<file path="src/rtl/mips_div_pkg.sv">
// mips_div_pkg -- shared definitions for the MIPS divide controller slice.
//
// Contents:
//   OPDATA_WIDTH_DEF  default operand width used by mips_div_ctrl
//   div_state_e       controller state encoding (IDLE, BUSY, DONE, DRAIN)
//   HI_FIELD/LO_FIELD word index of remainder/quotient inside the divider
//                     result bus {remainder, quotient}
//   field_lsb()       helper returning the LSB position of a result field

package mips_div_pkg;

  localparam int OPDATA_WIDTH_DEF = 32;

  // Result bus is {HI, LO}: the quotient sits in word 0, the remainder in word 1.
  localparam int LO_FIELD = 0;
  localparam int HI_FIELD = 1;

  typedef enum logic [1:0] {
    ST_IDLE  = 2'd0,
    ST_BUSY  = 2'd1,
    ST_DONE  = 2'd2,
    ST_DRAIN = 2'd3
  } div_state_e;

  function automatic int field_lsb(input int field, input int width);
    return field * width;
  endfunction

endpackage

</file>
<file path="src/rtl/mips_div_wdog.sv">
// mips_div_wdog -- BUSY-cycle watchdog for the divide controller.
//
// Only instantiated when MIPS_DIV_CTRL_TIMEOUT_EN is defined.
//
// Ports:
//   clk       clock, all state on rising edge
//   rst_n     synchronous active-low reset
//   clear_i   restart the count (controller accepting a new divide)
//   en_i      controller is in BUSY this cycle
//   expire_o  this BUSY cycle is number TIMEOUT_CYCLES without a result

module mips_div_wdog #(
  parameter int TIMEOUT_CYCLES = 80
) (
  input  logic clk,
  input  logic rst_n,
  input  logic clear_i,
  input  logic en_i,
  output logic expire_o
);

  localparam int CW = (TIMEOUT_CYCLES < 2) ? 1 : $clog2(TIMEOUT_CYCLES + 1);

  logic [CW-1:0] cnt_q;
  logic [CW-1:0] cnt_d;

  // The count holds the number of BUSY cycles already completed, so the
  // first BUSY cycle sees 0 and the TIMEOUT_CYCLES-th sees TIMEOUT_CYCLES-1.
  always_comb begin
    cnt_d = cnt_q;
    if (clear_i) begin
      cnt_d = '0;
    end else if (en_i) begin
      cnt_d = cnt_q + 1'b1;
    end
  end

  always_ff @(posedge clk) begin
    if (!rst_n) begin
      cnt_q <= '0;
    end else begin
      cnt_q <= cnt_d;
    end
  end

  assign expire_o = en_i && (cnt_q == CW'(TIMEOUT_CYCLES - 1));

endmodule

</file>
<file path="src/rtl/mips_div_ctrl.sv">
// mips_div_ctrl -- EX-stage controller for a multi-cycle MIPS div/divu unit.
//
// Accepts a divide request from EX, stalls the pipeline while the external
// divider works, writes HI (remainder) / LO (quotient) once on completion,
// and annuls the divider on a pipeline flush.
//
// Optional feature: define MIPS_DIV_CTRL_TIMEOUT_EN to add a BUSY watchdog
// (mips_div_wdog) that aborts the divide after TIMEOUT_CYCLES and pulses
// div_err_o. Without it div_err_o is tied low and BUSY waits indefinitely.
//
// Ports:
//   clk, rst_n                 clock, synchronous active-low reset
//   div_req_i, div_signed_i    request (level) and div/divu select
//   div_op1_i, div_op2_i       dividend, divisor
//   flush_i                    pipeline flush, cancels in-flight divide
//   stall_req_o                stall request to pipeline control
//   hilo_we_o, hi_o, lo_o      HI/LO write strobe and registered result
//   div_start_o, div_annul_o   divider run / abort controls
//   div_signed_o, div_op*_o    latched operands to the divider
//   div_result_i, div_valid_i  divider result {remainder, quotient}, valid
//   div_err_o                  watchdog timeout pulse

module mips_div_ctrl
  import mips_div_pkg::*;
#(
  parameter int OPDATA_WIDTH   = OPDATA_WIDTH_DEF,
  parameter int TIMEOUT_CYCLES = 80
) (
  input  logic                      clk,
  input  logic                      rst_n,
  input  logic                      div_req_i,
  input  logic                      div_signed_i,
  input  logic [OPDATA_WIDTH-1:0]   div_op1_i,
  input  logic [OPDATA_WIDTH-1:0]   div_op2_i,
  input  logic                      flush_i,
  output logic                      stall_req_o,
  output logic                      hilo_we_o,
  output logic [OPDATA_WIDTH-1:0]   hi_o,
  output logic [OPDATA_WIDTH-1:0]   lo_o,
  output logic                      div_start_o,
  output logic                      div_annul_o,
  output logic                      div_signed_o,
  output logic [OPDATA_WIDTH-1:0]   div_op1_o,
  output logic [OPDATA_WIDTH-1:0]   div_op2_o,
  input  logic [2*OPDATA_WIDTH-1:0] div_result_i,
  input  logic                      div_valid_i,
  output logic                      div_err_o
);

  localparam int HI_LSB = field_lsb(HI_FIELD, OPDATA_WIDTH);
  localparam int LO_LSB = field_lsb(LO_FIELD, OPDATA_WIDTH);

  div_state_e state_q, state_d;

  logic                    signed_q;
  logic [OPDATA_WIDTH-1:0] op1_q, op2_q;
  logic [OPDATA_WIDTH-1:0] hi_q, lo_q;

  logic accept;
  logic timeout_hit;

`ifdef MIPS_DIV_CTRL_TIMEOUT_EN
  mips_div_wdog #(
    .TIMEOUT_CYCLES(TIMEOUT_CYCLES)
  ) u_wdog (
    .clk     (clk),
    .rst_n   (rst_n),
    .clear_i (accept),
    .en_i    (state_q == ST_BUSY),
    .expire_o(timeout_hit)
  );
`else
  logic [31:0] unused_timeout_cfg;
  assign unused_timeout_cfg = TIMEOUT_CYCLES;
  assign timeout_hit        = 1'b0;
`endif

  // Next state and all handshake outputs. Flush beats a simultaneous result,
  // and a result beats a simultaneous watchdog expiry. A stale div_valid_i
  // (divider still finishing an annulled op) blocks acceptance in IDLE and
  // keeps DONE/DRAIN from returning to IDLE. Every strobe is forced low
  // while rst_n is asserted so nothing leaks out during reset.
  always_comb begin
    state_d     = state_q;
    accept      = 1'b0;
    stall_req_o = 1'b0;
    hilo_we_o   = 1'b0;
    div_start_o = 1'b0;
    div_annul_o = 1'b0;
    div_err_o   = 1'b0;

    unique case (state_q)
      ST_IDLE: begin
        if (div_req_i) begin
          stall_req_o = 1'b1;
          if (!flush_i && !div_valid_i) begin
            accept  = 1'b1;
            state_d = ST_BUSY;
          end
        end
      end
      ST_BUSY: begin
        if (flush_i) begin
          div_annul_o = 1'b1;
          state_d     = ST_DRAIN;
        end else if (div_valid_i) begin
          div_start_o = 1'b1;
          hilo_we_o   = 1'b1;
          state_d     = ST_DONE;
        end else if (timeout_hit) begin
          div_err_o   = 1'b1;
          div_annul_o = 1'b1;
          state_d     = ST_DRAIN;
        end else begin
          div_start_o = 1'b1;
          stall_req_o = 1'b1;
        end
      end
      ST_DONE, ST_DRAIN: begin
        stall_req_o = div_req_i;
        if (!div_valid_i) begin
          state_d = ST_IDLE;
        end
      end
      default: begin
        state_d = ST_IDLE;
      end
    endcase

    if (!rst_n) begin
      accept      = 1'b0;
      stall_req_o = 1'b0;
      hilo_we_o   = 1'b0;
      div_start_o = 1'b0;
      div_annul_o = 1'b0;
      div_err_o   = 1'b0;
    end
  end

  // Operands are captured only on acceptance so the divider sees them stable
  // for the whole operation; HI/LO only change on the write strobe.
  always_ff @(posedge clk) begin
    if (!rst_n) begin
      state_q  <= ST_IDLE;
      signed_q <= 1'b0;
      op1_q    <= '0;
      op2_q    <= '0;
      hi_q     <= '0;
      lo_q     <= '0;
    end else begin
      state_q <= state_d;
      if (accept) begin
        signed_q <= div_signed_i;
        op1_q    <= div_op1_i;
        op2_q    <= div_op2_i;
      end
      if (hilo_we_o) begin
        hi_q <= div_result_i[HI_LSB +: OPDATA_WIDTH];
        lo_q <= div_result_i[LO_LSB +: OPDATA_WIDTH];
      end
    end
  end

  assign div_signed_o = signed_q;
  assign div_op1_o    = op1_q;
  assign div_op2_o    = op2_q;
  assign hi_o         = hi_q;
  assign lo_o         = lo_q;

endmodule

</file>
<file path="config.mk">
export PLATFORM = sky130hd
export DESIGN_NAME = mips_div_ctrl
export DESIGN_NICKNAME = d
export VERILOG_FILES = /design/src/rtl/mips_div_pkg.sv /design/src/rtl/mips_div_wdog.sv /design/src/rtl/mips_div_ctrl.sv
export SDC_FILE = /design/constraint.sdc
export NUM_CORES = 1
export LEC_CHECK = 0
export BUFFER_PORTS_ARGS = -buffer_cell sky130_fd_sc_hd__buf_4
export CORE_UTILIZATION = 45
export CTS_CLUSTER_SIZE = 24
export DETAILED_ROUTE_END_ITERATION = 8
export PLACE_DENSITY_LB_ADDON = 0.15
export SLEW_MARGIN = 20
export SYNTH_ARGS = -nofsm -noshare
export SYNTH_HDL_FRONTEND = slang
export SYNTH_HIERARCHICAL = 1
export SYNTH_SLANG_ARGS = --single-unit
</file>
<file path="constraint.sdc">
create_clock -name clk -period 1.9 [get_ports clk]
set_input_delay 0 -clock clk [delete_from_list [all_inputs] [get_ports clk]]
set_output_delay 0 -clock clk [all_outputs]
set_load 0.005 [all_outputs]
</file>
# == Word-level counts from Yosys, hierarchy flattened ==
# Index checks and enable logic that the tools add are counted.
# Widths: inputs -> output; s select.
# op_classes
eq_ne,7
n_mux,25
n_reduce_logical,6
# ops
cell,count
$mux 1,18
$mux 2,5
$ne 2x2->1 const B,3
$pmux 2 s3,1
$eq 2x2->1 const B,2
$reduce_and 4->1,1
$ne 3x3->1 const B,1
$pmux 1 s3,1
$eq 2x1->1 const B,1
$logic_not 1->1,2
$logic_not 2->1,1
$reduce_or 2->1,1
$logic_and 1x1->1,1
# totals
ff_bits,131
in_bits,134
out_inout_bits,134
elab_cells,44

# == Longest topological paths before layout ==
# Gate-level depths: netlist (run 1).
# depth
depth_word,6
depth_mapped,6
mapped_depth_nobuf,3

# == Worst setup path before layout (run 1) ==
# No wires, ideal clock.
# synth_timing
path_kind,reg-to-reg
start,register state_q[1]
end,register hi_q[0] (netlist: hi_o[0])
setup_time_ns,0.119
arrival_time_ns,1.180
required_time_ns,1.781
slack_ns,0.601
path_stages_with_launch,6
path_buffers,2
synth_period_minus_slack_ns,1.299
cell_sequence,dfxtp_1 > and4bb_1 > and2_1 > buf_2 > buf_2 > o21ai_1
# synth_via
elab_chain_cells,3
# synth_rtl
item,line,source
from (decl),mips_div_ctrl.sv:53,"div_state_e state_q, state_d;"
from (signal assigned),mips_div_ctrl.sv:151,state_q <= state_d;
$eq 2x1->1,mips_div_ctrl.sv:92,unique case (state_q)
$mux 1,mips_div_ctrl.sv:92,
$mux 1,mips_div_ctrl.sv:130,if (!rst_n) begin
to (signal assigned),mips_div_ctrl.sv:158,hi_q <= div_result_i[HI_LSB +: OPDATA_WIDTH];
to (decl),mips_div_ctrl.sv:57,"logic [OPDATA_WIDTH-1:0] hi_q, lo_q;"
# Every way passes these cells.
# A chain may end at the register's enable or synchronous reset.

# == Worst setup path in the final report (run 1) ==
# layout_timing
start,register state_q[0]
end,register lo_q[28] (netlist: lo_o[28])
# layout_via
elab_chain_cells,3
# layout_rtl
item,line,source
$eq 2x1->1,mips_div_ctrl.sv:92,
$mux 1,mips_div_ctrl.sv:92,
$mux 1,mips_div_ctrl.sv:130,
to (signal assigned),mips_div_ctrl.sv:159,lo_q <= div_result_i[LO_LSB +: OPDATA_WIDTH];
to (decl),mips_div_ctrl.sv:57,
# Every way passes these cells.

==> results.yml, run 1 <==
outcome:
  status: "finished clean"
timing:
  worst_pin_slew_ns: 0.668
  finalCritPeriodShare: 0.942
  max_freq_mhz: 558
  timing.hold.ws_ns: 0.0974
  max_slew_margin: 0.554
  finalClockSkew_ns: 0.00534
  finalSetupViolations: 0
  setup_tns_ns: 0
  finalCriticalPeriod_ns: 1.79
  maxSlewViolCount: 0
  finalHoldViolCount: 0
clocking:
  cts.clk_slew.worst_paths_ns: 0.05
  clockBufferDepth: 2
  root_buffer: "clkbuf_8"
  postCtsSetupBuffers: 0
  htreeDepth: 4
  cts_buffers: 17
  cts_tree: "done"
  cts.sinks: 131
  insertion_delay_ns: 0.51
drt:
  routed-via-count: 5515
  viasPerCell: 4.96
  wl_per_cell_um: 15.8
  first_pass_iters: 5
  routed_wl_mm: 17.6
  drtIter0Drc: 407
  drc: 0
  ant_nets: 0
placed_design:
  hpwl_mm: 9.42
  place_congestion: 0.749
  port-buffer-count: 266
  place_area_um2: 7030
logic_synthesis:
  ys_seq_elements: 131
  syn_nets: 716
  synth_area_um2: 5010
  seq_area_frac_synth: 0.524
  synth_area_leaders: "dfxtp_1, mux2i_1, nand2_1"
  synthDistinctLibCells: 23
  synth_top_area_cell: "dfxtp_1"
  ys.warnings.count: 6
  synth_top_area_frac: 0.524
  avgSynthCellArea_um2: 8.60
  synthCells: 582
worst_setup_path:
  slowest_delay_ns: 0.57
  worstPathCellList: "and4bb_2, buf_6, nand3_1, dlygate4sd3_1, o21ai_1"
  regToRegEndpoint: "lo_o[28]"
  path_buf_inv: 2
  crit_path_top_delay_cell: "dlygate4sd3_1"
  setup.worst_path.end_class: "flip-flop"
  startpoint: "state_q[0]"
  path_depth: 5
  critPathArrivalTime_ns: 2.23
  crit_fanout: 30
  worstSetupPathType: "reg -> reg"
  worst_ep_required_time_ns: 2.34
  regToRegStartpoint: "state_q[0]"
  critPathTopFamily: "buffers and inverters"
  cp-endpoint: "lo_o[28]"
  start_kind: "flip-flop"
  worstRegToRegCells: 5
  r2r_slack_ns: 0.11
power:
  power_density_nw_per_um2: 724
  ir_worst_vdd_v: 0.000522
  switching_share: 0.221
  pwr-share-clk: 0.420
  internal-power_mw: 5.01
  p_switching_mw: 1.42
  power.leakage_nw: 4.56
  combPwrFrac: 0.132
  p_seq_frac: 0.448
floorplan:
  start_util: 0.462
  die_x_um: 107
  die_area_um2: 11600
  core.rowCount: 38
  coreArea_um2: 10800
  die_h_um: 107
  top_level_ports: 268
layout:
  antenna_cells: 0
  drive_gt1_frac: 0.306
  utilization: 0.819
  final_area_um2: 8870
  fillers: 609
  fin_nets: 1099
  syn_to_final_growth_pct: 77.2
global_routing:
  grt_pass1_vias: 5683
  overflow: 0
  grt_max_degree: 134
  antenna_found_initial: 0
  track_usage: 0.305
  grt_pass1_wl_mm: 27.1
run:
  drv_cap: 0
worst_hold_path:
  hold_class: "in -> reg"
per-stage QoR:
stage	instances	total power, mW	setup WS [ns]
final	1111	6.43	0.109
after global routing	1111	6.65	-0.000385
after CTS	1111	6.44	0.0588
after detailed placement	950	3.52	0.482
after global placement	950	3.50	0.540
after floorplan	582	3.15	0.601
flip-flops by register name (all words and copies together), names as in the netlist:
name	flops
div_op1_o	32
div_op2_o	32
div_signed_o	1
hi_o	32
lo_o	32
state_q	2
worst min-delay path by stage:
stage,from,endpoint,cells past startpoint
floorplan,div_op1_i[0],div_op1_o[0],2
global placement,div_result_i[23],lo_o[23],3
detailed placement,div_result_i[36],hi_o[4],3
CTS,rst_n,lo_o[26],4
global route,rst_n,hi_o[1],4
finish,rst_n,hi_o[22],4
layout by cell type (no fill, tap or decap), types with 2 or more instances in the layout:
master / count
buf_6: 2
clkbuf_8: 4
dlygate4sd3_1: 136
and3_1: 2
buf_4: 268
buf_12: 3
o21ai_1: 64
clkbuf_16: 16
nor2b_1: 2
dfxtp_1: 131
nor2_1: 2
clkbuf_1: 4
mux2i_1: 66
inv_1: 66
nand3_1: 64
nand2_1: 131
repair_timing:
action | CTS | global route
setup endpoints to repair | 0 | 3
hold buffers | 136 | 0
resized for setup | 0 | 2
hold endpoints to repair | 131 | 0
cell usage after synthesis:
master and instances:
nand3_1 64, nand2_1 131, dfxtp_1 131, buf_4 2
buf_1 1, and4bb_1 1, buf_6 6, nand2b_1 1
and3_1 2, buf_2 15, nor2_1 2, and2_1 1
clkbuf_1 21, nor4b_2 1, o21ai_1 64, conb_1 1
mux2i_1 66, inv_1 66, nand3b_1 1, nor2b_1 2
a221o_1 1, a21oi_1 1, o21ai_0 1
routing by layer:
metal | share of wire | vias to the layer above | global-route usage | wire length (um)
li1 | - | 2625 | - | -
met1 | 0.36 | 2566 | 0.306 | 6300
met2 | 0.53 | 264 | 0.552 | 9290
met3 | 0.071 | 60 | 0.0854 | 1250
met4 | 0.042 | 0 | 0.188 | 731
met5 | 0 | - | 0 | 0
power groups by stage:
stage	Combinational [mW]	Clock [mW]	Sequential, mW
finish	0.850	2.70	2.88
detailed placement	0.588	0	2.93
CTS	0.820	2.75	2.87
floorplan	0.211	0	2.93
global placement	0.573	0	2.93
global route	0.907	2.86	2.89
worst register-to-register path: stages, from the launching register on:
cell,delay (ns)
dfxtp_1,0.42
and4bb_2,0.30
buf_6,0.25
nand3_1,0.11
dlygate4sd3_1,0.57
o21ai_1,0.08
final cells by class:
class	count	area (um2)	area share
timing repair buffer	409	3460	0.389
clock buffer	24	470	0.0530
tap	140	175	0.0197
clock inverter	1	5.00	0.000564
sequential	131	2620	0.296
inverter	66	248	0.0279
multi-input combinational	340	1900	0.214
cells by family after synthesis:
family,synth area share
AND/OR/NAND/NOR,0.178
other,0.000749
buffers and inverters,0.0974
multiplexers,0.132
AO/OA/AOI/OAI,0.0680
flip-flops,0.524
Power figures use the tool's default switching activity.
==> inputs of run 2 (changes only) <==
Settings changed: MAX_ROUTING_LAYER set to met4.
==> results.yml, run 2 (same netlist as run 1, synthesis figures left out) <==
drt:
  wl_per_cell_um: 15.8
  viasPerCell: 4.97
  drtIter0Drc: 342
  routed-via-count: 5523
  ant_nets: 0
  routed_wl_mm: 17.6
  drc: 0
  first_pass_iters: 4
power:
  p_seq_frac: 0.447
  p_switching_mw: 1.42
  power.leakage_nw: 4.56
  combPwrFrac: 0.132
  power_density_nw_per_um2: 725
  switching_share: 0.221
  ir_worst_vdd_v: 0.000525
  pwr-share-clk: 0.421
  power.total_mw: 6.43
  internal-power_mw: 5.01
worst_setup_path:
  critPathTopFamily: "buffers and inverters"
  worstPathCellList: "and4bb_2, buf_6, nand3_1, dlygate4sd3_1, o21ai_1"
  crit_fanout: 30
  slowest_delay_ns: 0.57
  worst_ep_required_time_ns: 2.34
  worstSetupPathType: "reg -> reg"
  worstRegToRegCells: 5
  critPathArrivalTime_ns: 2.23
  path_buf_inv: 2
  r2r_slack_ns: 0.11
  setup.worst_path.end_class: "flip-flop"
  crit_path_top_delay_cell: "dlygate4sd3_1"
  regToRegStartpoint: "state_q[0]"
  start_kind: "flip-flop"
  regToRegEndpoint: "lo_o[28]"
floorplan:
  start_util: 0.462
  die_h_um: 107
  top_level_ports: 268
  core.rowCount: 38
  coreArea_um2: 10800
  die_area_um2: 11600
  die_x_um: 107
global_routing:
  antenna_found_initial: 0
  grt_pass1_vias: 5698
  grt_pass1_wl_mm: 27.0
  grt_max_degree: 134
  track_usage: 0.313
  overflow: 0
timing:
  max_freq_mhz: 559
  finalSetupViolations: 0
  finalClockSkew_ns: 0.00412
  max_slew_margin: 0.552
  setup_tns_ns: 0
  rsz0062_at_grt: "false"
  timing.hold.ws_ns: 0.0710
  maxSlewViolCount: 0
  finalCriticalPeriod_ns: 1.79
  worst_pin_slew_ns: 0.672
  finalHoldViolCount: 0
  finalCritPeriodShare: 0.941
clocking:
  insertion_delay_ns: 0.51
  htreeDepth: 4
  cts.clk_slew.worst_paths_ns: 0.05
  cts.sinks: 131
  cts_tree: "done"
  clockBufferDepth: 2
  root_buffer: "clkbuf_8"
  cts_buffers: 17
layout:
  final_area_um2: 8870
  antenna_cells: 0
  syn_to_final_growth_pct: 77.2
  fillers: 609
  layout_common_cells: "buf_4, dlygate4sd3_1, nand2_1, dfxtp_1"
  fin_nets: 1099
  layout.cells.non_filler: 1111
  drive_gt1_frac: 0.306
  layout_commonest_cell: "buf_4"
placed_design:
  port-buffer-count: 266
  place_inst: 950
  hpwl_mm: 9.42
  place_area_um2: 7030
  place_congestion: 0.759
outcome:
  status: "finished clean"
worst_hold_path:
  worstHoldPathCells: 4
  holdPathEnd: "lo_o[27]"
  min-delay-start: "rst_n"
  hold_class: "in -> reg"
run:
  drv_cap: 0
[run 2: worst max-delay path by stage]
| stage | start | to | slack (ns) | depth (start not counted) |
|---|---|---|---|---|
| detailed placement | state_q[1] | div_op1_o[22] | 0.48 | 4 |
| floorplan | state_q[1] | hi_o[0] | 0.60 | 5 |
| finish | state_q[0] | lo_o[28] | 0.11 | 5 |
| global placement | state_q[1] | div_op1_o[12] | 0.54 | 4 |
| CTS | state_q[1] | hilo_we_o | 0.06 | 4 |
| global route | state_q[1] | lo_o[1] | 0.00006 | 5 |
[run 2: cell type report]
cell class	instances	area, um2	share of cell area
clock buffer	24	470	0.0530
clock inverter	1	5.00	0.000564
inverter	66	248	0.0279
multi-input combinational	340	1900	0.214
sequential	131	2620	0.296
tap	140	175	0.0197
timing repair buffer	409	3460	0.389
[run 2: through the flow]
step	worst slack (ns)	util
2_1_floorplan	0.601	-
3_3_place_gp	0.540	0.649
3_5_place_dp	0.482	0.649
4_1_cts	0.0588	0.818
5_1_grt	0.0000642	0.819
6_report	0.112	0.819
[run 2: worst min-delay path, delay by kind of cell]
family          cells  cell delay, ns
buf+inv             2            0.37
compound gates      1            0.05
simple gates        1            0.13
[run 2: repair_timing]
action,CTS,global route
gates resized for setup,0,2
setup buffers,0,0
hold buffers,136,0
hold endpoints to repair,131,0
setup endpoints to repair,0,2
[run 2: power by group through the flow]
| stage | registers, mW | clock network [mW] | logic [mW] |
|---|---|---|---|
| after floorplan | 2.93 | 0 | 0.211 |
| after global placement | 2.93 | 0 | 0.573 |
| after detailed placement | 2.93 | 0 | 0.588 |
| after CTS | 2.87 | 2.75 | 0.820 |
| after global routing | 2.89 | 2.86 | 0.907 |
| final | 2.88 | 2.70 | 0.849 |
[run 2: layer usage]
layer | global-route usage | part of all wire
met5 | - | 0
met3 | 0.0757 | 0.064
met4 | 0.193 | 0.043
met2 | 0.549 | 0.53
met1 | 0.311 | 0.36
==> inputs of run 3 (changes only) <==
==> constraint.sdc (replaced) <==
create_clock -name clk -period 1.9 [get_ports clk]
set_input_delay 0.095 -clock clk [delete_from_list [all_inputs] [get_ports clk]]
set_output_delay 0.095 -clock clk [all_outputs]
set_load 0.005 [all_outputs]
==> results.yml, run 3 (same netlist as run 1, synthesis figures left out) <==
outcome:
  status: "finished clean"
global_routing:
  track_usage: 0.344
  antenna_found_initial: 1
  grt_pass1_wl_mm: 29.7
  grt_max_degree: 66
  overflow: 0
  grt_pass1_vias: 6137
drt:
  viasPerCell: 5.11
  ant_nets: 0
  drc: 0
  wl_per_cell_um: 17.3
  first_pass_iters: 7
  routed-via-count: 5857
  routed_wl_mm: 19.8
  drtIter0Drc: 606
clocking:
  cts_buffers: 17
  clockBufferDepth: 2
  root_buffer: "clkbuf_8"
  htreeDepth: 4
  insertion_delay_ns: 0.51
  cts.clk_slew.worst_paths_ns: 0.06
  cts_tree: "done"
  cts.sinks: 131
placed_design:
  port-buffer-count: 266
  place_inst: 951
  hpwl_mm: 9.93
  place_ws_ns: 0.497
  place_congestion: 0.759
layout:
  syn_to_final_growth_pct: 85.5
  fin_nets: 1127
  multi_input_area_um2: 1900
  regArea_um2: 2630
  drive_gt1_frac: 0.309
  layout_commonest_cell: "buf_4"
  layout.cells.non_filler: 1146
  layout_common_cells: "buf_4, dlygate4sd3_1, nand2_1"
  fillers: 533
power:
  internal-power_mw: 5.33
  power.leakage_nw: 4.73
  combPwrFrac: 0.128
  ir_worst_vdd_v: 0.000456
  pwr-share-clk: 0.454
  p_seq_frac: 0.418
  switching_share: 0.226
  power_density_nw_per_um2: 741
  p_switching_mw: 1.56
timing:
  finalClockSkew_ns: 0.00776
  finalHoldViolCount: 0
  finalCritPeriodShare: 0.992
  max_freq_mhz: 531
  fin_ws_ns: 0.0156
  maxSlewViolCount: 0
  finalSetupViolations: 0
  rsz0062_at_grt: "true"
  max_slew_margin: 0.538
  worst_pin_slew_ns: 0.693
  finalCriticalPeriod_ns: 1.88
worst_setup_path:
  critPathArrivalTime_ns: 2.32
  worst_ep_required_time_ns: 2.33
  crit_fanout: 38
  start_kind: "input pin"
  worstSetupPathType: "in -> reg"
  setup.worst_path.end_class: "flip-flop"
floorplan:
  die_area_um2: 11600
  core.rowCount: 38
  top_level_ports: 268
  coreArea_um2: 10800
  start_util: 0.462
  die_x_um: 107
  die_h_um: 107
run:
  drv_cap: 0
worst_hold_path:
  hold_class: "in -> reg"
-- run 3: changes by cell type in the layout (fill, tap and decap cells not counted), sizes merged --
cell | previous run | this run
buf | 273 | 275
bufinv | 0 | 2
clkinv | 1 | 3
clkinvlp | 0 | 4
diode | 0 | 1
dlygate4sd3 | 136 | 160
-- run 3: cell type report --
class,instances,area share
repair buffers,437,0.406
flip-flops and latches,131,0.283
multi-input cells,340,0.204
clock buffers,22,0.0498
inverters,66,0.0267
well taps,140,0.0189
clock inverters,9,0.0113
diodes,1,0.000269
-- run 3: what timing repair did --
item | 4_1_cts | 5_1_grt
hold endpoints to repair | 131 | 0
pin swaps | 0 | 1
resized for setup | 1 | 10
buffers inserted | 0 | 1
gates cloned | 0 | 2
hold buffers | 160 | 0
setup endpoints to repair | 1 | 25
-- run 3: worst paths after layout --
| path | start | end | slack (ns) | cells after the start |
|---|---|---|---|---|
| setup / recovery | rst_n | hi_o[25] | 0.02 | 7 |
| hold / removal | div_result_i[21] | lo_o[21] | 0.36 | 4 |
| setup reg to reg | state_q[1] | hi_o[25] | 0.02 | 5 |
| hold reg to reg | hi_o[2] | hi_o[2] | 0.45 | 2 |
-- run 3: power groups by stage --
stage | sequential [mW] | combinational (mW) | clock [mW]
2_1_floorplan | 2.93 | 0.211 | 0
3_3_place_gp | 2.93 | 0.572 | 0
3_5_place_dp | 2.93 | 0.589 | 0
4_1_cts | 2.87 | 0.833 | 3.14
5_1_grt | 2.89 | 0.934 | 3.29
6_report | 2.88 | 0.882 | 3.12
-- run 3: critical path: stages --
cell           delay, ns
dlygate4sd3_1       0.54
buf_4               0.26
and4bb_2            0.33
buf_8               0.26
nand3_1             0.11
dlygate4sd3_1       0.59
o21ai_1             0.11
-- run 3: metal layers --
metal / GRT usage / share of wire / vias up
met5: - / 0 / -
met4: 0.217 / 0.046 / 0
met3: 0.0932 / 0.074 / 80
met2: 0.598 / 0.53 / 310
met1: 0.339 / 0.35 / 2779
li1: - / - / 2688
-- run 3: through the flow --
stage | hold WS, ns | utilization | total power, mW | instance area (um2) | setup TNS (ns)
after floorplan | 0.227 | - | 3.15 | 5010 | 0
after global placement | 0.317 | 0.648 | 3.50 | 7030 | 0
after detailed placement | 0.323 | 0.648 | 3.52 | 7030 | 0
after CTS | 0.335 | 0.848 | 6.85 | 9200 | 0
after global routing | 0.351 | 0.857 | 7.11 | 9290 | -0.0917
final | 0.363 | 0.857 | 6.89 | 9290 | 0
